`src/rtl/adc_scan_ctrl.sv`:
```
// Round-robin scan sequencer for an ADC0809-class converter: drives the
// START/ALE/OE handshake, captures each result and flags lost EOCs.
module adc_scan_ctrl #(
  parameter int CLK_DIV     = 16,
  parameter int NUM_CH      = 4,
  parameter int START_CYC   = 2,
  parameter int OE_CYC      = 2,
  parameter int EOC_TIMEOUT = 1023
) (
  input  logic       clk,
  input  logic       rst_n,
  input  logic       scan_en,
  input  logic       err_clr,
  input  logic       adc_eoc,
  input  logic [7:0] adc_data,
  output logic       adc_clk,
  output logic [2:0] adc_addr,
  output logic       adc_ale,
  output logic       adc_start,
  output logic       adc_oe,
  output logic [7:0] p0_out,
  output logic [2:0] sample_ch,
  output logic       sample_valid,
  output logic       timeout_err
);

  localparam int DIV_W  = (CLK_DIV > 1) ? $clog2(CLK_DIV) : 1;
  localparam int PH_MAX = (START_CYC > OE_CYC) ? START_CYC : OE_CYC;
  localparam int PH_W   = $clog2(PH_MAX + 1);
  localparam int TMO_W  = $clog2(EOC_TIMEOUT + 1);

  localparam logic [DIV_W-1:0] DIV_LAST   = DIV_W'(CLK_DIV - 1);
  localparam logic [PH_W-1:0]  START_LAST = PH_W'(START_CYC - 1);
  localparam logic [PH_W-1:0]  OE_LAST    = PH_W'(OE_CYC - 1);
  localparam logic [TMO_W-1:0] TMO_LAST   = TMO_W'(EOC_TIMEOUT - 1);
  localparam logic [2:0]       CH_LAST    = 3'(NUM_CH - 1);

  typedef enum logic [2:0] {
    S_IDLE, S_ADDR, S_START, S_WAIT_LO, S_WAIT_HI, S_READ, S_NEXT
  } state_t;

  state_t           state;
  logic [DIV_W-1:0] div_cnt;
  logic [PH_W-1:0]  phase_cnt;
  logic [TMO_W-1:0] tmo_cnt;
  logic [2:0]       ch;
  logic             eoc_meta;
  logic             eoc_s;
  logic             in_wait;
  logic             tmo_hit;

  assign adc_addr = ch;
  assign in_wait  = (state == S_WAIT_LO) || (state == S_WAIT_HI);
  // Fires on the EOC_TIMEOUT-th cycle spent across both wait states.
  assign tmo_hit  = in_wait && (tmo_cnt == TMO_LAST);

  // Free-running converter clock, independent of the sequencer.
  always_ff @(posedge clk or negedge rst_n) begin
    if (!rst_n) begin
      div_cnt <= '0;
      adc_clk <= 1'b0;
    end else if (div_cnt == DIV_LAST) begin
      div_cnt <= '0;
      adc_clk <= ~adc_clk;
    end else begin
      div_cnt <= div_cnt + DIV_W'(1);
    end
  end

  // NOTE: non-blocking assignments make eoc_s take eoc_meta's old value, giving two real flop stages.
  always_ff @(posedge clk or negedge rst_n) begin
    if (!rst_n) begin
      eoc_meta <= 1'b0;
      eoc_s    <= 1'b0;
    end else begin
      eoc_meta <= adc_eoc;
      eoc_s    <= eoc_meta;
    end
  end

  always_ff @(posedge clk or negedge rst_n) begin
    if (!rst_n) begin
      state        <= S_IDLE;
      ch           <= '0;
      phase_cnt    <= '0;
      tmo_cnt      <= '0;
      adc_ale      <= 1'b0;
      adc_start    <= 1'b0;
      adc_oe       <= 1'b0;
      p0_out       <= '0;
      sample_ch    <= '0;
      sample_valid <= 1'b0;
      timeout_err  <= 1'b0;
    end else begin
      // NOTE: default-then-override keeps sample_valid a single-cycle strobe without per-state clears.
      sample_valid <= 1'b0;

      if (tmo_hit)      timeout_err <= 1'b1;
      else if (err_clr) timeout_err <= 1'b0;

      case (state)
        S_IDLE: if (scan_en) state <= S_ADDR;
        S_ADDR: begin
          adc_ale   <= 1'b1;
          adc_start <= 1'b1;
          phase_cnt <= '0;
          state     <= S_START;
        end
        S_START: begin
          if (phase_cnt == START_LAST) begin
            adc_ale   <= 1'b0;
            adc_start <= 1'b0;
            tmo_cnt   <= '0;
            state     <= S_WAIT_LO;
          end else begin
            phase_cnt <= phase_cnt + PH_W'(1);
          end
        end
        S_WAIT_LO: begin
          tmo_cnt <= tmo_cnt + TMO_W'(1);
          if (tmo_hit)     state <= S_NEXT;
          else if (!eoc_s) state <= S_WAIT_HI;
        end
        S_WAIT_HI: begin
          tmo_cnt <= tmo_cnt + TMO_W'(1);
          if (tmo_hit) begin
            state <= S_NEXT;
          end else if (eoc_s) begin
            adc_oe    <= 1'b1;
            phase_cnt <= '0;
            state     <= S_READ;
          end
        end
        S_READ: begin
          if (phase_cnt == OE_LAST) begin
            adc_oe       <= 1'b0;
            p0_out       <= adc_data;
            sample_ch    <= ch;
            sample_valid <= 1'b1;
            state        <= S_NEXT;
          end else begin
            phase_cnt <= phase_cnt + PH_W'(1);
          end
        end
        S_NEXT: begin
          ch    <= (ch == CH_LAST) ? 3'd0 : ch + 3'd1;
          state <= scan_en ? S_ADDR : S_IDLE;
        end
        default: state <= S_IDLE;
      endcase
    end
  end

endmodule

```
`config.mk`:
```
export PLATFORM = sky130hd
export DESIGN_NAME = adc_scan_ctrl
export DESIGN_NICKNAME = d
export VERILOG_FILES = /design/src/rtl/adc_scan_ctrl.sv
export SDC_FILE = /design/constraint.sdc
export NUM_CORES = 1
export LEC_CHECK = 0
export ABC_AREA = 1
export BUFFER_PORTS_ARGS = -buffer_cell sky130_fd_sc_hd__buf_2
export CORE_MARGIN = 2
export CORE_UTILIZATION = 61
export CTS_BUF_LIST = sky130_fd_sc_hd__clkbuf_2 sky130_fd_sc_hd__clkbuf_4 sky130_fd_sc_hd__clkbuf_8
export CTS_CLUSTER_SIZE = 10
export DETAILED_ROUTE_END_ITERATION = 16
export PLACE_DENSITY = 0.86
export REMOVE_ABC_BUFFERS = 1
export SLEW_MARGIN = 20
export SYNTH_ARGS = -nofsm -noshare
export SYNTH_HDL_FRONTEND = slang
export SYNTH_SLANG_ARGS = --single-unit
```
`constraint.sdc`:
```
create_clock -name clk -period 3.5 [get_ports clk]
set_input_delay 0.7 -clock clk [delete_from_list [all_inputs] [get_ports clk]]
set_output_delay 0.7 -clock clk [all_outputs]
set_load 0.02 [all_outputs]
```
; ---- After elaboration in Yosys (flattened, before gate mapping)
; Index checks and enable logic that the tools add are counted.
[classes]
add_sub_neg = 4
multipliers = 0
div = 0
order_cmp = 0
n_eq_ne = 18
shift = 0
muxes = 26
n_bitwise = 1
reduce_logical = 16
[ops]
columns = operator, count
row1 = 3-bit 2-to-1 mux, 8
row2 = 3-bit case mux with 7 select lines, 1
row3 = 10-bit case mux with 2 select lines, 1
row4 = "2-bit != test, second input constant", 6
row5 = "10-bit by 1-bit adder with 10-bit output, second input constant", 1
row6 = "10-bit equality test, second input constant", 1
row7 = 10-bit 2-to-1 mux, 1
row8 = "3-bit by 2-bit equality test with 1-bit output, second input constant", 3
row9 = "3-bit equality test, second input constant", 3
row10 = 1-bit 2-to-1 mux, 8
row11 = 4-bit AND reduction, 2
row12 = 2-bit nonzero test, 4
row13 = 2-bit 2-to-1 mux, 3
row14 = "3-bit != test, second input constant", 2
row15 = 2-bit case mux with 3 select lines, 1
row16 = 2-bit AND reduction, 3
row17 = 5-bit AND reduction, 1
row18 = "4-bit by 1-bit adder with 4-bit output, second input constant", 1
row19 = "4-bit equality test, second input constant", 1
row20 = 4-bit 2-to-1 mux, 1
row21 = 1-bit case mux with 2 select lines, 2
row22 = 2-bit OR reduction, 2
row23 = "3-bit by 1-bit adder with 3-bit output, second input constant", 1
row24 = "3-bit by 1-bit equality test with 1-bit output, second input constant", 1
row25 = 7 further kinds, 7
[totals]
ff_bits = 40
latchBits = 0
ram_bits = 0
rom_bits = 0
inputBits = 13
output_inout_bits = 20
word_cells = 79
n_memories = 0

; ---- Logic depth before layout (Yosys ltp)
; Gate-level depths: netlist of run 1.
[logic_depth]
word_depth = 5
depth_mapped = 11
ltp_nobuf = 11

; ---- Worst setup path before layout of run 1
; Ideal clock, no wire load.
[synth_path]
path_kind = register to output
startpoint = register adc_start
endpoint = output port adc_start
arrival_time_ps = 626
t_required_ps = 2800
setup_slack_ps = 2174
path_stages_with_launch = 2
path_buffers = 1
path_cell_list = dfrtp_1 > buf_4
[synth_lines]
columns = element, line
row1 = "start, declared", 19  ; output logic adc_start,
row2 = "start signal, assigned", 88  ; adc_start <= 1'b0;
row3 = "start signal, assigned", 105  ; adc_start <= 1'b1;
row4 = "start signal, assigned", 112  ; adc_start <= 1'b0;
; No word-level cell between the ends.

; ---- Worst setup path in the final report of run 1
[layout_path]
startpoint = register adc_clk
endpoint = output port adc_clk
[layout_lines]
columns = element, line
row1 = "start, declared", 16  ; output logic adc_clk,
row2 = "start signal, assigned", 64  ; adc_clk <= ~adc_clk;
; No word-level cell between the ends.

==> results.md, run 1 <==
* I/O pin count at 33
* Fmax at 606 MHz
* Root Buffer: clkbuf_4
* Synth Instances at 221
* Die Y-Extent at 60.8 um
* CTS max path bufs at 2
* Crit end category: primary output
* Drt total wl at 4010 um
* H-tree depth at 2
* Commonest non-fill, non-tap cell in the layout: nand2_1
* Register area at 1000 um2
* Syn-to-layout area delta at 12.7%
* Slowest CP cell: dfrtp_1
* CP required at 2.80 ns
* Die area at 3690 um2
* TritonCTS sink count at 40
* Diode count at 0
* Global-route wire length before repair at 6730 um
* Slowest cell delay on critical path at 0.42 ns
* WL met2 at 1950 um
* Startpoint class of the critical path: flip-flop
* Distinct cells, synth at 30
* WP data arrival at 0.95 ns
* Area of the multi-input gates at 813 um2
* Met3 routed wirelength at 276 um
* Met1 Wirelength at 1730 um
* Starting Density at 64.4%
* Final GP Congestion at 0.894
* Global Route Usage Sum at 25.5%
* Critical path type: reg2out
* Sequential-to-total area share from yosys stat at 50.9%
* Core Footprint at 3050 um2
* Vias in the first global route at 1,536
* Die Width at 60.8 um
* Setup TNS at 0 ns
* Row count at 20
* Grt total ovfl at 0
* Non-filler cells, final at 301
* DR vias/cell at 5.24
* Largest net degree at the start of global routing at 41
* Post-DP HPWL at 2650 um
* Buffers on Ports at 32
* Avg WL per Cell at 13.3 um
* Post-CTS Setup Bufs at 0
* Antenna violations before repair at 0
* CTS resizes at 0
* Placed Instances at 293
* Final Skew at 0.0177 ns
* Filler cells at 243
* Clock slew at reported path FFs at 0.14 ns
* CTS Buf Count at 5
* R2R Setup Slk at 1.94 ns
* Period utilization at 47.2%
* Worst slew pin tran at 0.852 ns
* Synth area leader: dfrtp_1
* Synth area leaders: dfrtp_1, nand2_1, inv_1
* Synth Warn # at 0
* TritonRoute pass-1 iters at 4
* DRC errors left at 0
* Max Cap Violations at 0
* Setup-failing EPs final at 0
* Post-layout min period at 1.65 ns
* Worst rel slew slack at 43.2%
* ANT nets after route at 0
* Clk_lat worst skew at 0.37 ns
* Syn avg cell area at 8.89 um2
* Peak supply drop at 0.000513 V
* PD cells at 771 nW/um2
* RSZ-0062 raised after global routing: no
* Fin nets at 274
* Vias after detailed routing at 1,578
* Synth top area share at 50.9%
* CP Max Fanout at 2
* WP buf/inv at 1
* Fin. max-slew vios at 0
* Min-delay worst type: reg2reg
* Hold-fix buffers, CTS at 0
* Share of layout cells above drive strength 1 at 27.2%
* Initial drt markers at 99
* Largest delay share family, worst path: flip-flops
* Most frequent cells in the layout: nand2_1, dfrtp_1, buf_2
* Highest routed layer: met4
* CTS tree: yes
* CP cell instances: buf_2
* Final Hold Viols at 0
* Pwr Total at 1710 uW
* Leakage at 0.00117 uW
* Seq cells post-synth at 40
* Status: finished, final reports clean
* Mapped cell area at 1970 um2
==> per-layer routing <==
layer  vias to the layer above  track usage, %
met5                         -               0
met4                         0            11.8
met3                         8            8.32
met2                        62            40.7
met1                       738            31.6
li1                        770               -
==> cell usage after synthesis <==
master     n
inv_2      4
buf_12     1
o22ai_1    1
inv_8      1
o21ai_2    2
xor2_1     1
mux2i_1    1
buf_6      2
inv_1     20
nor2_1    10
nand3_2    2
nand2_2    9
a21oi_1    3
nand4_1    3
a21oi_2    3
o21ai_1    5
nand3_4    1
nand3b_1   2
nand2_4    2
nand2_1   71
nor2_2     4
ha_1       5
o31ai_2    1
o21ai_0    8
and2_1     1
buf_4      1
dfrtp_1   40
xnor2_1    1
nor2_8     1
nand3_1   15
==> flip-flops by register name, indices dropped and copies added, names as in the netlist, 2 cells and up <==
| register | flops |
|---|---|
| div_cnt | 4 |
| state | 3 |
| tmo_cnt | 10 |
| phase_cnt | 2 |
| p0_out | 8 |
| adc_addr | 3 |
| sample_ch | 3 |
==> cell type report <==
cell class	count	share of cell area [%]
Clock buffer	5	1.69
Clock inverter	3	2.15
Inverter	25	4.57
Multi-Input combinational cell	152	36.7
Sequential cell	40	45.2
Tap cell	44	2.48
Timing Repair Buffer	32	7.23
==> path summary, 6_finish.rpt <==
kind / from / endpoint / depth (start not counted)
setup / recovery: adc_clk$_DFFE_PN0N_ / adc_clk / 1
max in group asynchronous: rst_n / sample_ch[1]$_DFFE_PN0P_ / 1
setup reg to reg: tmo_cnt[0]$_DFFE_PN0P_ / state[2]$_DFFE_PN0P_ / 9
min in group asynchronous: rst_n / eoc_s$_DFF_PN0_ / 1
hold / removal: eoc_meta$_DFF_PN0_ / eoc_s$_DFF_PN0_ / 0
hold reg to reg: eoc_meta$_DFF_PN0_ / eoc_s$_DFF_PN0_ / 0
==> power by group <==
part           switching [uW]  internal (uW)
registers                 102            581
logic                     472            228
clock network             172            153
==> per-stage QoR <==
stage	setup slack [ns]	hold slack [ns]	utilization, %	area (um2)
floorplan	2.18	0.331	-	1920
global placement	2.04	0.333	69.8	2130
detailed placement	1.98	0.348	69.8	2130
CTS	1.84	0.399	72.6	2220
global route	1.81	0.393	72.6	2220
finish	1.85	0.384	72.6	2220
==> logic make-up after synthesis <==
kind of cell / Yosys count / synth area share (%)
compound gates: 23 / 7.26
xor+xnor: 2 / 0.891
fa+ha+maj: 5 / 3.18
buf+inv: 29 / 7.70
flops: 40 / 50.9
mux: 1 / 0.509
simple gates: 121 / 29.5
Power figures use the tool's default switching activity.
==> run 2: changes to the inputs <==
Settings changed: CORE_UTILIZATION 61 to 52, PLACE_DENSITY 0.86 to 0.78.
Clock period 3.5 ns to 1.5 ns, I/O delays scaled along.
==> run 2 against run 1 <==
Clock power increased to 2.8 times the previous value. Critical endpoint is now state[0]$_DFFE_PN0P_. First-iteration DRC count decreased by 20%. Combinational power increased by 150%. Via count decreased by 3.5%. Wire length decreased by 11%. Largest power group unchanged. Global-route usage decreased by 6.7 points. Sequential share of layout area decreased by 2.8 points. Final cell count increased by 4.3%. Setup slack got worse by 1.7 ns. Clock skew decreased by 0.0091 ns.
==> results.md, run 2 (synthesis results as in run 1) <==
* DP Worst Slack at 0.0703 ns (was 1.98 ns)
* Global-route wire length before repair at 6150 um (was 6730 um)
* Vias after detailed routing at 1,522 (was 1,578)
* PD cells at 1780 nW/um2 (was 771 nW/um2)
* Clk_lat worst skew at 0.30 ns (was 0.37 ns)
* Worst rel slew slack at 76.0% (was 43.2%)
* DR vias/cell at 4.85 (was 5.24)
* Antenna violations before repair at 0 (unchanged)
* Max Cap Violations at 0 (unchanged)
* Vias in the first global route at 1,433 (was 1,536)
* Grt total ovfl at 0 (unchanged)
* CTS tree: yes (unchanged)
* Largest registers: tmo_cnt x10, p0_out x8, div_cnt x4 (unchanged)
* Share of layout cells above drive strength 1 at 32.7% (was 27.2%)
* Largest net degree at the start of global routing at 41 (unchanged)
* Slowest CP cell: dfrtp_1 (unchanged)
* WP data arrival at 1.57 ns (was 0.95 ns)
* TritonCTS sink count at 40 (unchanged)
* Crit end category: flip-flop (was primary output)
* Post-layout min period at 1.39 ns
* Crit-path most repeated cell: nand2_1
* CTS Buf Count at 5 (unchanged)
* Period utilization at 92.4%
* Fin. max-slew vios at 0 (unchanged)
* Most frequent cells in the layout: nand2_1, dfrtp_1, buf_2 (unchanged)
* Buffers on Ports at 32 (unchanged)
* Min-delay worst type: in2reg (was reg2reg)
* Row count at 22 (was 20)
* Slowest cell delay on critical path at 0.40 ns (was 0.42 ns)
* Starting Density at 53.7% (was 64.4%)
* CP Max Fanout at 5 (was 2)
* Startpoint class of the critical path: flip-flop (unchanged)
* Most flops, register: tmo_cnt (unchanged)
* Setup TNS at 0 ns (unchanged)
* Commonest non-fill, non-tap cell in the layout: nand2_1 (unchanged)
* Syn-to-layout area delta at 20.4% (was 12.7%)
* Drt total wl at 3580 um (was 4010 um)
* Peak supply drop at 0.00111 V (was 0.000513 V)
* Diode count at 0 (unchanged)
* Global Route Usage Sum at 18.8% (was 25.5%)
* Status: finished, final reports clean (unchanged)
* CP cell instances: inv_2 > ha_1 > nand3_1 > nor2_2 > nand3_4 > nand2_2 > nand2_4 > nand2_1 > nand2_1 (was buf_2)
* Setup WS post-layout at 0.114 ns (was 1.85 ns)
* Root Buffer: clkbuf_8 (was clkbuf_4)
* Largest register FFs at 10 (unchanged)
* Fmax at 722 MHz
* Post-DP HPWL at 2560 um (was 2650 um)
* CTS max path bufs at 2 (unchanged)
* Avg WL per Cell at 11.4 um (was 13.3 um)
* I/O pin count at 33 (unchanged)
* H-tree depth at 2 (unchanged)
* Final Hold Viols at 0 (unchanged)
* Fin nets at 283 (was 274)
* Die area at 4290 um2 (was 3690 um2)
* Core Footprint at 3660 um2 (was 3050 um2)
* Setup-failing EPs final at 0 (unchanged)
* Final GP Congestion at 0.825 (was 0.894)
* Critical path type: reg2reg (was reg2out)
* CP required at 1.69 ns (was 2.80 ns)
* Worst slew pin tran at 0.359 ns (was 0.852 ns)
* ANT nets after route at 0 (unchanged)
* TritonRoute pass-1 iters at 4 (unchanged)
* RSZ-0062 raised after global routing: no (unchanged)
* Die Y-Extent at 65.5 um (was 60.8 um)
* Leakage at 0.00123 uW (was 0.00117 uW)
* Initial drt markers at 79 (was 99)
* Final Skew at 0.00861 ns (was 0.0177 ns)
* Die Width at 65.5 um (was 60.8 um)
* Clock slew at reported path FFs at 0.07 ns (was 0.14 ns)
* DRC errors left at 0 (unchanged)
run 2: changes by cell type in the layout (fill, tap and decap cells not counted), moves of 2 or more:
| cell | previous run | this run |
|---|---|---|
| dfrtp_1 | 40 | 38 |
| buf_4 | 0 | 7 |
| nand2_2 | 9 | 12 |
| clkinv_4 | 2 | 0 |
| nand2_1 | 71 | 67 |
| dfrtp_2 | 0 | 2 |
| clkbuf_8 | 0 | 5 |
| nor2_1 | 10 | 8 |
| clkbuf_4 | 5 | 1 |
run 2: per-stage QoR:
stage	area (um2)	instances	util, %	hold WS [ns]	total power (uW)
after detailed placement	2210	305	60.3	0.285	3290
final	2370	314	64.6	0.107	4220
after global placement	2210	305	60.3	0.287	3240
after floorplan	1920	217	-	0.00441	2760
after CTS	2330	314	63.6	0.0995	4180
after global routing	2370	314	64.6	0.0913	4540
run 2: worst max-delay path, delay by kind of cell (launching register included):
| family | cells | cell delay, ns |
|---|---|---|
| adder cells (fa/ha/maj) | 1 | 0.15 |
| buffers and inverters | 1 | 0.08 |
| flip-flops | 1 | 0.40 |
| AND/OR/NAND/NOR | 7 | 0.64 |
run 2: area by class of cell:
cell class / instances / area (um2)
fillers: 299 / 1290
repair buffers: 41 / 243
well taps: 48 / 60.1
multi-input cells: 152 / 847
inverters: 25 / 101
clock inverters: 2 / 35.0
flip-flops and latches: 40 / 1000
clock buffers: 6 / 76.3
run 2: layer usage:
metal / share of wire (%) / GRT usage (%) / wire length, um
met5: 0 / 0 / 0
met1: 48 / 25.9 / 1710
met4: 1.5 / 5.47 / 52
met2: 45 / 28.6 / 1610
met3: 5.6 / 6.16 / 200
run 2: path summary, 6_finish.rpt:
check / from / endpoint / slack (ns) / cells after the start
worst min register to register: eoc_meta$_DFF_PN0_ / eoc_s$_DFF_PN0_ / 0.35 / 0
worst max register to register: tmo_cnt[0]$_DFFE_PN0P_ / state[0]$_DFFE_PN0P_ / 0.11 / 9
min in group asynchronous: rst_n / tmo_cnt[5]$_DFFE_PN0P_ / 0.48 / 3
worst max-delay path: tmo_cnt[0]$_DFFE_PN0P_ / state[0]$_DFFE_PN0P_ / 0.11 / 9
max in group asynchronous: rst_n / state[0]$_DFFE_PN0P_ / 0.80 / 3
worst min-delay path: adc_eoc / eoc_meta$_DFF_PN0_ / 0.11 / 1
run 2: power by group:
group | internal (uW) | switching, uW
Combinational | 626 | 1110
Clock | 512 | 384
Sequential | 1360 | 228
run 2: repair_timing:
| action | 4_1_cts | 5_1_grt |
|---|---|---|
| hold buffers | 1 | 0 |
| hold endpoints to repair | 40 | 0 |
| gates resized for setup | 0 | 12 |
| endpoints found under the setup margin | 0 | 16 |
| buffers inserted | 0 | 0 |
